<file path="src/rtl/alu_share_ctrl.sv">
// Round-robin arbiter sharing one external combinational ALU between two requesters.
// Latency: accept at T, operands on alu_* at T+1, response valid from T+2; one op in flight.
// Backpressure: req readys low while busy; the response is held until the owner's rsp_ready.
module alu_share_ctrl #(
    parameter int W     = 5,
    parameter int OPW   = 4,
    parameter int CNT_W = 8
) (
    input  logic             clk,
    input  logic             rst,
    input  logic             req0_valid,
    output logic             req0_ready,
    input  logic [W-1:0]     req0_a,
    input  logic [W-1:0]     req0_b,
    input  logic [OPW-1:0]   req0_op,
    input  logic             req1_valid,
    output logic             req1_ready,
    input  logic [W-1:0]     req1_a,
    input  logic [W-1:0]     req1_b,
    input  logic [OPW-1:0]   req1_op,
    output logic             rsp0_valid,
    input  logic             rsp0_ready,
    output logic [W-1:0]     rsp0_data,
    output logic             rsp1_valid,
    input  logic             rsp1_ready,
    output logic [W-1:0]     rsp1_data,
    output logic [W-1:0]     alu_a,
    output logic [W-1:0]     alu_b,
    output logic [OPW-1:0]   alu_s,
    input  logic [W-1:0]     alu_y,
    output logic             busy,
    output logic [CNT_W-1:0] ops_done
);

    typedef enum logic [1:0] {
        IDLE = 2'd0,
        EXEC = 2'd1,
        RESP = 2'd2
    } state_t;

    typedef struct packed {
        logic [W-1:0]   a;
        logic [W-1:0]   b;
        logic [OPW-1:0] op;
    } op_t;

    state_t           state;
    logic             owner;
    logic             last_grant;
    logic [W-1:0]     result;
    logic [CNT_W-1:0] ops_cnt;
    logic             rsp0_vld_q;
    logic             rsp1_vld_q;
    logic             busy_q;
    op_t              alu_op_q;

    logic             gnt0;
    logic             gnt1;
    logic             acc0;
    logic             acc1;
    logic             rsp_hs;
    op_t              req0_op_s;
    op_t              req1_op_s;
    op_t              sel_op;

    // On a tie the requester that did not win last time is granted.
    always_comb begin
        gnt0 = req0_valid & (~req1_valid | last_grant);
        gnt1 = req1_valid & (~req0_valid | ~last_grant);
    end

    assign req0_ready = (state == IDLE) & gnt0;
    assign req1_ready = (state == IDLE) & gnt1;
    assign acc0       = req0_valid & req0_ready;
    assign acc1       = req1_valid & req1_ready;

    assign req0_op_s  = '{a: req0_a, b: req0_b, op: req0_op};
    assign req1_op_s  = '{a: req1_a, b: req1_b, op: req1_op};
    assign sel_op     = acc1 ? req1_op_s : req0_op_s;

    // Only the owner's ready can complete the response.
    assign rsp_hs     = (state == RESP) & (owner ? rsp1_ready : rsp0_ready);

    always_ff @(posedge clk) begin
        if (rst) begin
            state      <= IDLE;
            owner      <= 1'b0;
            last_grant <= 1'b1;
            result     <= '0;
            ops_cnt    <= '0;
            rsp0_vld_q <= 1'b0;
            rsp1_vld_q <= 1'b0;
            busy_q     <= 1'b0;
            alu_op_q   <= '0;
        end else begin
            case (state)
                IDLE: begin
                    if (acc0 | acc1) begin
                        alu_op_q   <= sel_op;
                        owner      <= acc1;
                        last_grant <= acc1;
                        busy_q     <= 1'b1;
                        state      <= EXEC;
                    end
                end
                EXEC: begin
                    result     <= alu_y;
                    rsp0_vld_q <= ~owner;
                    rsp1_vld_q <= owner;
                    state      <= RESP;
                end
                RESP: begin
                    if (rsp_hs) begin
                        rsp0_vld_q <= 1'b0;
                        rsp1_vld_q <= 1'b0;
                        busy_q     <= 1'b0;
                        ops_cnt    <= ops_cnt + 1'b1;
                        state      <= IDLE;
                    end
                end
                default: begin
                    rsp0_vld_q <= 1'b0;
                    rsp1_vld_q <= 1'b0;
                    busy_q     <= 1'b0;
                    state      <= IDLE;
                end
            endcase
        end
    end

    assign alu_a      = alu_op_q.a;
    assign alu_b      = alu_op_q.b;
    assign alu_s      = alu_op_q.op;
    assign rsp0_valid = rsp0_vld_q;
    assign rsp1_valid = rsp1_vld_q;
    assign rsp0_data  = result;
    assign rsp1_data  = result;
    assign busy       = busy_q;
    assign ops_done   = ops_cnt;

endmodule

</file>
<file path="config.mk">
export PLATFORM = sky130hd
export DESIGN_NAME = alu_share_ctrl
export DESIGN_NICKNAME = d
export VERILOG_FILES = /design/src/rtl/alu_share_ctrl.sv
export SDC_FILE = /design/constraint.sdc
export NUM_CORES = 1
export LEC_CHECK = 0
export CAP_MARGIN = 10
export CORE_ASPECT_RATIO = 1.4
export CORE_MARGIN = 5
export CORE_UTILIZATION = 40
export DETAILED_ROUTE_END_ITERATION = 16
export GPL_ROUTABILITY_DRIVEN = 0
export GPL_TIMING_DRIVEN = 0
export HOLD_SLACK_MARGIN = 0.08
export PLACE_DENSITY_LB_ADDON = 0.08
export SETUP_SLACK_MARGIN = 0.5
export SYNTH_ARGS = -nofsm -noshare
export SYNTH_HDL_FRONTEND = slang
export SYNTH_SLANG_ARGS = --single-unit
export TNS_END_PERCENT = 5
</file>
<file path="constraint.sdc">
create_clock -name clk -period 1.6 [get_ports clk]
set_input_delay 0.32 -clock clk [delete_from_list [all_inputs] [get_ports clk]]
set_output_delay 0.32 -clock clk [all_outputs]
set_load 0.005 [all_outputs]
</file>
# Word-level counts from Yosys, hierarchy flattened
# Cells that the tools add are included.
# op_classes
add_sub_neg	1
n_mux	10
n_mul	0
n_eq_ne	4
div	0
n_shift	0
bitwise	16
reduce_logical	6
magnitude_cmp	0
# op_table
operator	count
14-bit 2-to-1 mux	1
1-bit one-hot mux with 3 select lines	3
8-bit by 1-bit adder with 8-bit output (second input constant)	1
2-bit AND reduction	4
1-bit AND	7
1-bit NOT	6
2-bit one-hot mux with 3 select lines	1
2-bit 2-to-1 mux	2
1-bit 2-to-1 mux	3
1-bit bitwise OR	3
3-bit AND reduction	1
2-bit by 1-bit equality test with 1-bit output (second input constant)	1
2-bit equality test (second input constant)	1
2-bit zero test	1
2-bit by 1-bit inequality test with 1-bit output (second input constant)	1
2-bit inequality test (second input constant)	1
# totals
latch_bits	0
ramBits	0
out_inout_bits	37
register_bits	34
romBits	0
input_bits	39
elab_cells	48
n_memories	0

# Longest topological paths before layout
# Gate-level depths: netlist of the first run.
# depth
word_depth	8
depth_mapped	6
depth_no_buf	4

# Worst setup path before layout of the first run
# Ideal clock, no wire load.
# synth_timing
kind	reg2reg
start	register state[1]
end	register ops_cnt[7], in the netlist ops_done[7]
period_less_slack_ns	1.400
arrival_time_ns	1.279
setup_ns	0.121
required_ns	1.479
stages_incl_launch_ff	5
n_path_buf	1
path_slack_ns	0.200
path_cell_list	dfxtp_1 -> buf_2 -> nand4b_1 -> nor4b_1 -> mux2_2
# synth_between
elab_chain_len	3
# synth_lines
item	line_no	source
start, declared	47	state_t state;
start signal, assigned	86	state <= IDLE;
start signal, assigned	103	state <= EXEC;
start signal, assigned	110	state <= RESP;
2-bit equality test (*)	82, 96	
1-bit AND	82	assign rsp_hs = (state == RESP) & (owner ? rsp1_ready : rsp0_ready);
2-bit AND reduction (no line) (*)	--	
end signal, assigned	117	ops_cnt <= ops_cnt + 1'b1;
end, declared	51	logic [CNT_W-1:0] ops_cnt;
# Mark *: on every way between the ends. The rest lies on a longest branch, timed or not.
# A chain may end at the register's enable or synchronous reset.

# Worst setup path after layout of the first run
# layout_timing
start	register state[1]
end	output port req0_ready
# layout_between
elab_chain_len	2
# layout_lines
item	line_no	source
2-bit zero test	72	assign req0_ready = (state == IDLE) & gnt0;
1-bit AND	72	
end, declared	12	output logic req0_ready,
# Every way passes these cells.

==> metrics.md, run 1 <==
| Metric | Value |
|---|---|
| Vias in the first global route | about 1.6k |
| First-pass GRT wire length | 6886 um |
| Antenna Nets Post-Route | 0 |
| Worst hold-check path type | input port to flop |
| Pin count of the biggest net entering global routing | 11 |
| CP Max Fanout | 7 |
| Via count | 1599 |
| Number of setup violations in the final report | 2 |
| Synth Register Bits | 34 |
| Initial antenna violation count | 0 |
| Clock Tree Buf Depth | 2 |
| CP Cell Sequence | buf_6 > or3b_4 > nor2_2 > buf_2 |
| Post-Synthesis Cell Area | 1577 um^2 |
| Iter 0 DRT Violations | 33 |
| Design Power | 0.002254 W |
| Pleak | 1.121 nW |
| Post-route setup slack | -49.10 ps |
| Input/output buffers | 74 |
| GR Overflow Total | 0 |
| Yosys top cell area share | 43.17% |
| Setup CP Type | flop to output pin |
| Chip Width | 63.06 um |
| Final Hold Fails | 0 |
| Clock sink total | 34 |
| Slowest cell on the critical path | or3b_4 |
| Ports | 76 |
| CTS root buf | clkbuf_8 |
| Gr usage total | 15.71% |
| Util after Layout | 68.89% |
| Area of the multi-input gates | 889.6 um^2 |
| Startpoint types | flop |
| Layout cells sized above 1 | 49.81% |
| Fin Setup TNS | -63.66 ps |
| Final WL | approximately 4200 um |
| Sequential area share after synthesis | 43.17% |
| Clock Skews | 4.227 ps |
| WL/cell | 13.78 um |
| RSZ-0062 raised after global routing | yes |
| Post-Syn Instances | 169 |
| Die area | 5315 um^2 |
| Chip height | 84.28 um |
| Max-cap violations | 0 |
| Max VDD drop | between 0.0006 and 0.0007 V |
| Buf/Inv on CP | 2 |
| Synth Area in Compound Gates | 20.16% |
| Syn-to-layout area delta | 69.76% |
| Filler cells | between 300 and 400 |
| Count of different cell masters after synthesis | 34 |
| Post-synthesis simple-gate area fraction | ~14% |
| Top post-synthesis cells by count | dfxtp_1 (34), a21oi_1 (25), mux2i_1 (19), a211oi_1 (14), nor2_1 (9) |
| Final period util | 103.1% |
| CP endpoint kind | output pin |
| Count leader, synth | dfxtp_1 |
| Pre-antenna DRT Iters | 4 |
| Post-synthesis mux area share | 13.65% |
| Clk slew on worst S/H paths | 70 ps |
| Post-route DRC | 0 |
| Min cycle time layout | 1649 ps |
| Worst Tran Pin Value | 634.5 ps |
| CP required | between 1000 and 1500 ps |
| Maximum clock rate | 606.4 MHz |
| PwrDens | 842.3 nW/um^2 |
| Worst hold slack | 420.4 ps |
| Nets | 300 |
| # hold bufs at CTS | 0 |
| Syn_nets | 209 |
| Post-synth top flop | dfxtp_1 |
| Num CTS Buffers | 5 |
| Worst path top cell family by delay | simple AND/OR/NAND/NOR gates |
| Syn_area_per_cell | 9.328 um^2 |
| DP Wirelength | around 3000 um |
| # rows | 27 |
| Max-slew violation count | 0 |
| Crit path largest cell delay | 400 ps |
| Area contributors post-synth | dfxtp_1 (43%), mux2i_1 (12%), a21oi_1 (7.9%) |
| Htree depth | 2 |
| Antenna Cells | 0 |
| Largest family of logic cells by synthesized area | compound AO/OA/AOI/OAI gates |
| Core Area | roughly 3900 um^2 |
| Largest area contributor in the netlist | dfxtp_1 |
| Synthesized-area fraction occupied by adder cells | 0.7937% |
| Vias per std cell | roughly 5.3 |
| Normalized max-slew margin | 57.70% |
| Outcome | finished with violations |
| Dpl ws | -755.7 ps |
| Insertion delay to the later sink of the worst-skew pair | 280 ps |
| EDFF count, synth | 0 |
| CTS tree | built |
| CP arrival | 1330 ps |
| Initial Utilization | between 40% and 50% |
| Xor/xnor share of the synthesized area | 0% |
| Seq. cell area | 730.7 um^2 |
| YS warnings | 0 |
| Violated checks | negative setup slack |
| Async SR Flop Fraction | 0% |
-- layer usage --
layer	track usage, %	vias up	share of wire (%)
met2	27.54	50	53
met3	5.489	6	6.9
met4	6.564	0	1.4
met5	0	-	0
met1	16.80	745	39
li1	-	798	-
-- layout make-up --
type                            count  share of cell area, %
Buffer                             20                  7.387
Inverter                            2                 0.2805
Sequential cell                    34                  27.30
Clock buffer                        7                  3.226
Multi-Input combinational cell    113                  33.24
Timing Repair Buffer               84                  26.37
Tap cell                           43                  2.010
Clock inverter                      1                 0.1870
-- final timing paths --
check / start / to / slack, ps / cells past startpoint
max: state[1] / req0_ready / -50 / 4
min: rst / state[0] / 420 / 2
min reg2reg: ops_done[5] / ops_done[5] / 480 / 2
max reg2reg: state[0] / ops_done[6] / 30 / 5
-- state kept, by name (all words and copies together), names as in the netlist --
signal,cells
alu_s,4
state,2
busy,1
last_grant,1
alu_a,5
ops_done,8
rsp1_valid,1
rsp0_valid,1
rsp0_data,5
owner,1
alu_b,5
-- cell usage in the layout, fill, tap and decap left out, drive strengths merged --
cell type and n:
ha 1, mux2 1, clkdlybuf4s50 33, nor4b 1
a22oi 2, or2 1, a21oi 25, nand3b 3
or3 2, nand3 2, o21ai 5, inv 2
clkbuf 13, and2 2, nand4b 1, mux2i 20
nand2b 2, clkinv 1, nor2b 6, nand4 1
a211oi 14, a21boi 1, nor2 10, dfxtp 34
or3b 1, clkdlybuf4s15 2, bufbuf 1, a221o 1
buf 59, or4 4, nand2 3, dlygate4sd2 3
o31ai 4
-- stage by stage --
step                area [um^2]  std cells
floorplan                  1665        169
global placement           2460        286
detailed placement         2460        286
CTS                        2625        300
global route               2676        304
finish                     2676        304
-- power by group --
part           switching (W)  total [W]  internal [W]
sequential         0.0000432   0.000971      0.000928
combinational       0.000261   0.000644      0.000382
clock               0.000292   0.000639      0.000347
total               0.000597    0.00225       0.00166
-- logic make-up (layout without fill, tap and decap cells) --
kind of cell	count (synthesis)	count (layout)
AND/OR/NAND/NOR	39	39
buffers and inverters	22	114
AO/OA/AOI/OAI	52	52
flip-flops	34	34
adder cells (fa/ha/maj)	1	1
multiplexers	21	21
-- repair_timing --
item                       in CTS  in global routing
pin swaps                      19                 14
setup buffers                   5                  4
setup endpoints to repair      71                 45
resized for setup             207                  6
cloned                          1                  0
(Power assumes the default switching activity.)
==> run 2: changes to the inputs <==
--- a/config.mk
+++ b/config.mk
@@ -13,7 +13,7 @@
 export GPL_ROUTABILITY_DRIVEN = 0
 export GPL_TIMING_DRIVEN = 0
 export HOLD_SLACK_MARGIN = 0.08
-export PLACE_DENSITY_LB_ADDON = 0.08
+export PLACE_DENSITY = 0.89
 export SETUP_SLACK_MARGIN = 0.5
 export SYNTH_ARGS = -nofsm -noshare
 export SYNTH_HDL_FRONTEND = slang
==> metrics.md, run 2 (synthesis results as in run 1) <==
| Metric | Value |
|---|---|
| Clock Tree Buf Depth | 2 |
| CTS tree | built |
| Met1 usage | 17.16% |
| PwrDens | between 800 and 900 nW/um^2 |
| Htree depth | 2 |
| GR Overflow Total | 0 |
| CP required | 1280 ps |
| Internal | about 0.0016 W |
| Sw frac | 27.85% |
| Gr usage total | 17.91% |
| Nets | 301 |
| Most common cell after layout, fill and taps aside | clkdlybuf4s50_1 |
| R2R cell count | 4 |
| Normalized max-slew margin | 54.28% |
| Num CTS Buffers | 5 |
| Number of setup violations in the final report | 1 |
| WL/cell | around 16 um |
| Hold EP | state[0] |
| Non-Filler Instances | 304 |
| CP endpoint kind | output pin |
| Pleak | 1.129 nW |
| Met3 Use GR | 6.693% |
| Chip Width | 63.06 um |
| Ports | 76 |
| Worst Tran Pin Value | approximately 700 ps |
| Fin Setup TNS | -60.69 ps |
| Startpoint types | flop |
| Post-route setup slack | -60.69 ps |
| Setup CP Type | flop to output pin |
| Antenna Nets Post-Route | 0 |
| Clock Skews | 4.589 ps |
| Initial Utilization | 40.58% |
| Dpl ws | -751.4 ps |
| Vias per std cell | approximately 5.3 |
| R2R Path Start | state[0] |
| Pin count of the biggest net entering global routing | 11 |
| Post-route DRC | 0 |
| DP Wirelength | 3192 um |
| Worst hold-check path type | input port to flop |
| Syn-to-layout area delta | 74.13% |
| R2r endpoint | ops_done[7] |
| Buf/Inv on CP | 2 |
| Max-cap violations | 0 |
| Final Hold Fails | 0 |
| Maximum clock rate | around 600 MHz |
| Met2 usage | 34.17% |
| Violated checks | negative setup slack |
| Chip height | roughly 84 um |
| Hold path depth | 2 |
| # rows | 27 |
| CP arrival | approximately 1300 ps |
| Crit path largest cell delay | roughly 400 ps |
| Layout cells sized above 1 | a little over half |
| Initial antenna violation count | 0 |
| First-pass GRT wire length | 7693 um |
| Insertion delay to the later sink of the worst-skew pair | 280 ps |
| RSZ-0062 raised after global routing | yes |
| Outcome | finished with violations |
| Post-Place Cells | 286 |
| Min cycle time layout | 1661 ps |
| Clock sink total | 34 |
| Die area | 5315 um^2 |
| Core Area | about 4000 um^2 |
| Input/output buffers | 74 |
| Antenna Cells | 0 |
| Flop pwr share | 43.3% |
| CP Max Fanout | 7 |
| Logic pwr share | a little under a third |
| Iter 0 DRT Violations | 50 |
| Hold Startpoint | rst |
| Vias in the first global route | 1649 |
| Pre-antenna DRT Iters | 4 |
| CP Cell Sequence | buf_6 > or3b_4 > nor2_2 > buf_2 |
| # hold bufs at CTS | 0 |
| Slowest cell on the critical path | or3b_4 |
| Worst path top cell family by delay | simple AND/OR/NAND/NOR gates |
| Most frequent cells in the layout | clkdlybuf4s50_1 (33), dfxtp_2 (28), buf_2 (27) |
| GRT Max-Usage Layer | met2 |
| Via count | 1609 |
| Max reg flops | 8 |
| Clk pwr share | roughly a quarter |
| Design Power | 0.002249 W |
| Final period util | 103.8% |
| Flop-to-flop setup slack | 80 ps |
| Final WL | 4786 um |
| Max-slew violation count | 0 |
| Sw Pwr | 0.0006263 W |
| Max VDD drop | 0.0007306 V |
| Filler cells | roughly 300 |
| Worst hold slack | 401.3 ps |
| Clk slew on worst S/H paths | about 60 ps |
| CTS root buf | clkbuf_8 |
-- run 2: changes by cell type in the layout (fill, tap and decap cells not counted), moves of 3 or more --
cell	delta
buf_6	+5
buf_8	+3
clkbuf_8	-3
a21oi_2	+6
a21oi_1	-6
dfxtp_2	-3
-- run 2: cell type report --
cell class,count,area (um^2),area share (%)
multi-input combinational,113,939.7,34.23
timing repair buffer,85,740.7,26.98
sequential,34,730.7,26.62
buffer,20,196.4,7.156
clock buffer,7,76.32,2.780
tap,43,53.80,1.960
inverter,2,7.507,0.2735
-- run 2: through the flow --
step                util, %  instance area, um^2
floorplan                 -                 1665
global placement      63.32                 2460
detailed placement    63.32                 2460
CTS                   68.53                 2663
global route          70.66                 2745
finish                70.66                 2745
-- run 2: power by group through the flow --
stage | clock network [W] | registers (W) | logic, W
finish | 0.000585 | 0.000974 | 0.000690
global route | 0.000645 | 0.000986 | 0.000739
CTS | 0.000599 | 0.000972 | 0.000665
detailed placement | 0 | 0.000980 | 0.000596
global placement | 0 | 0.000977 | 0.000584
floorplan | 0 | 0.000982 | 0.000295
-- run 2: worst max path at each step --
stage / start / end / slack [ps] / cells past startpoint
2_1_floorplan: req1_valid / alu_a[4] / 300 / 6
3_3_place_gp: req1_valid / req1_ready / -700 / 6
3_5_place_dp: req1_valid / req1_ready / -750 / 6
4_1_cts: state[1] / req0_ready / -40 / 4
5_1_grt: state[1] / req0_ready / -100 / 4
6_report: state[1] / req0_ready / -60 / 4
-- run 2: what timing repair did --
| item | CTS | global route |
|---|---|---|
| setup endpoints to repair | 71 | 47 |
| gates cloned | 1 | 0 |
| resized for setup | 223 | 17 |
| endpoints found under the hold margin | 0 | 0 |
| pin swaps | 23 | 24 |
| buffers inserted | 7 | 3 |
-- run 2: per-layer routing --
layer | wire (um) | share of wire (%)
met1 | 1676 | 35
met2 | 2681 | 56
met3 | 367 | 7.7
met4 | 61 | 1.3
met5 | 0 | 0
==> run 3: changes to the inputs <==
--- a/config.mk
+++ b/config.mk
@@ -5,7 +5,6 @@
 export SDC_FILE = /design/constraint.sdc
 export NUM_CORES = 1
 export LEC_CHECK = 0
-export CAP_MARGIN = 10
 export CORE_ASPECT_RATIO = 1.4
 export CORE_MARGIN = 5
 export CORE_UTILIZATION = 40
==> results of run 3 <==
Same layout as run 2: the final DEF is identical, and so are final timing and power.
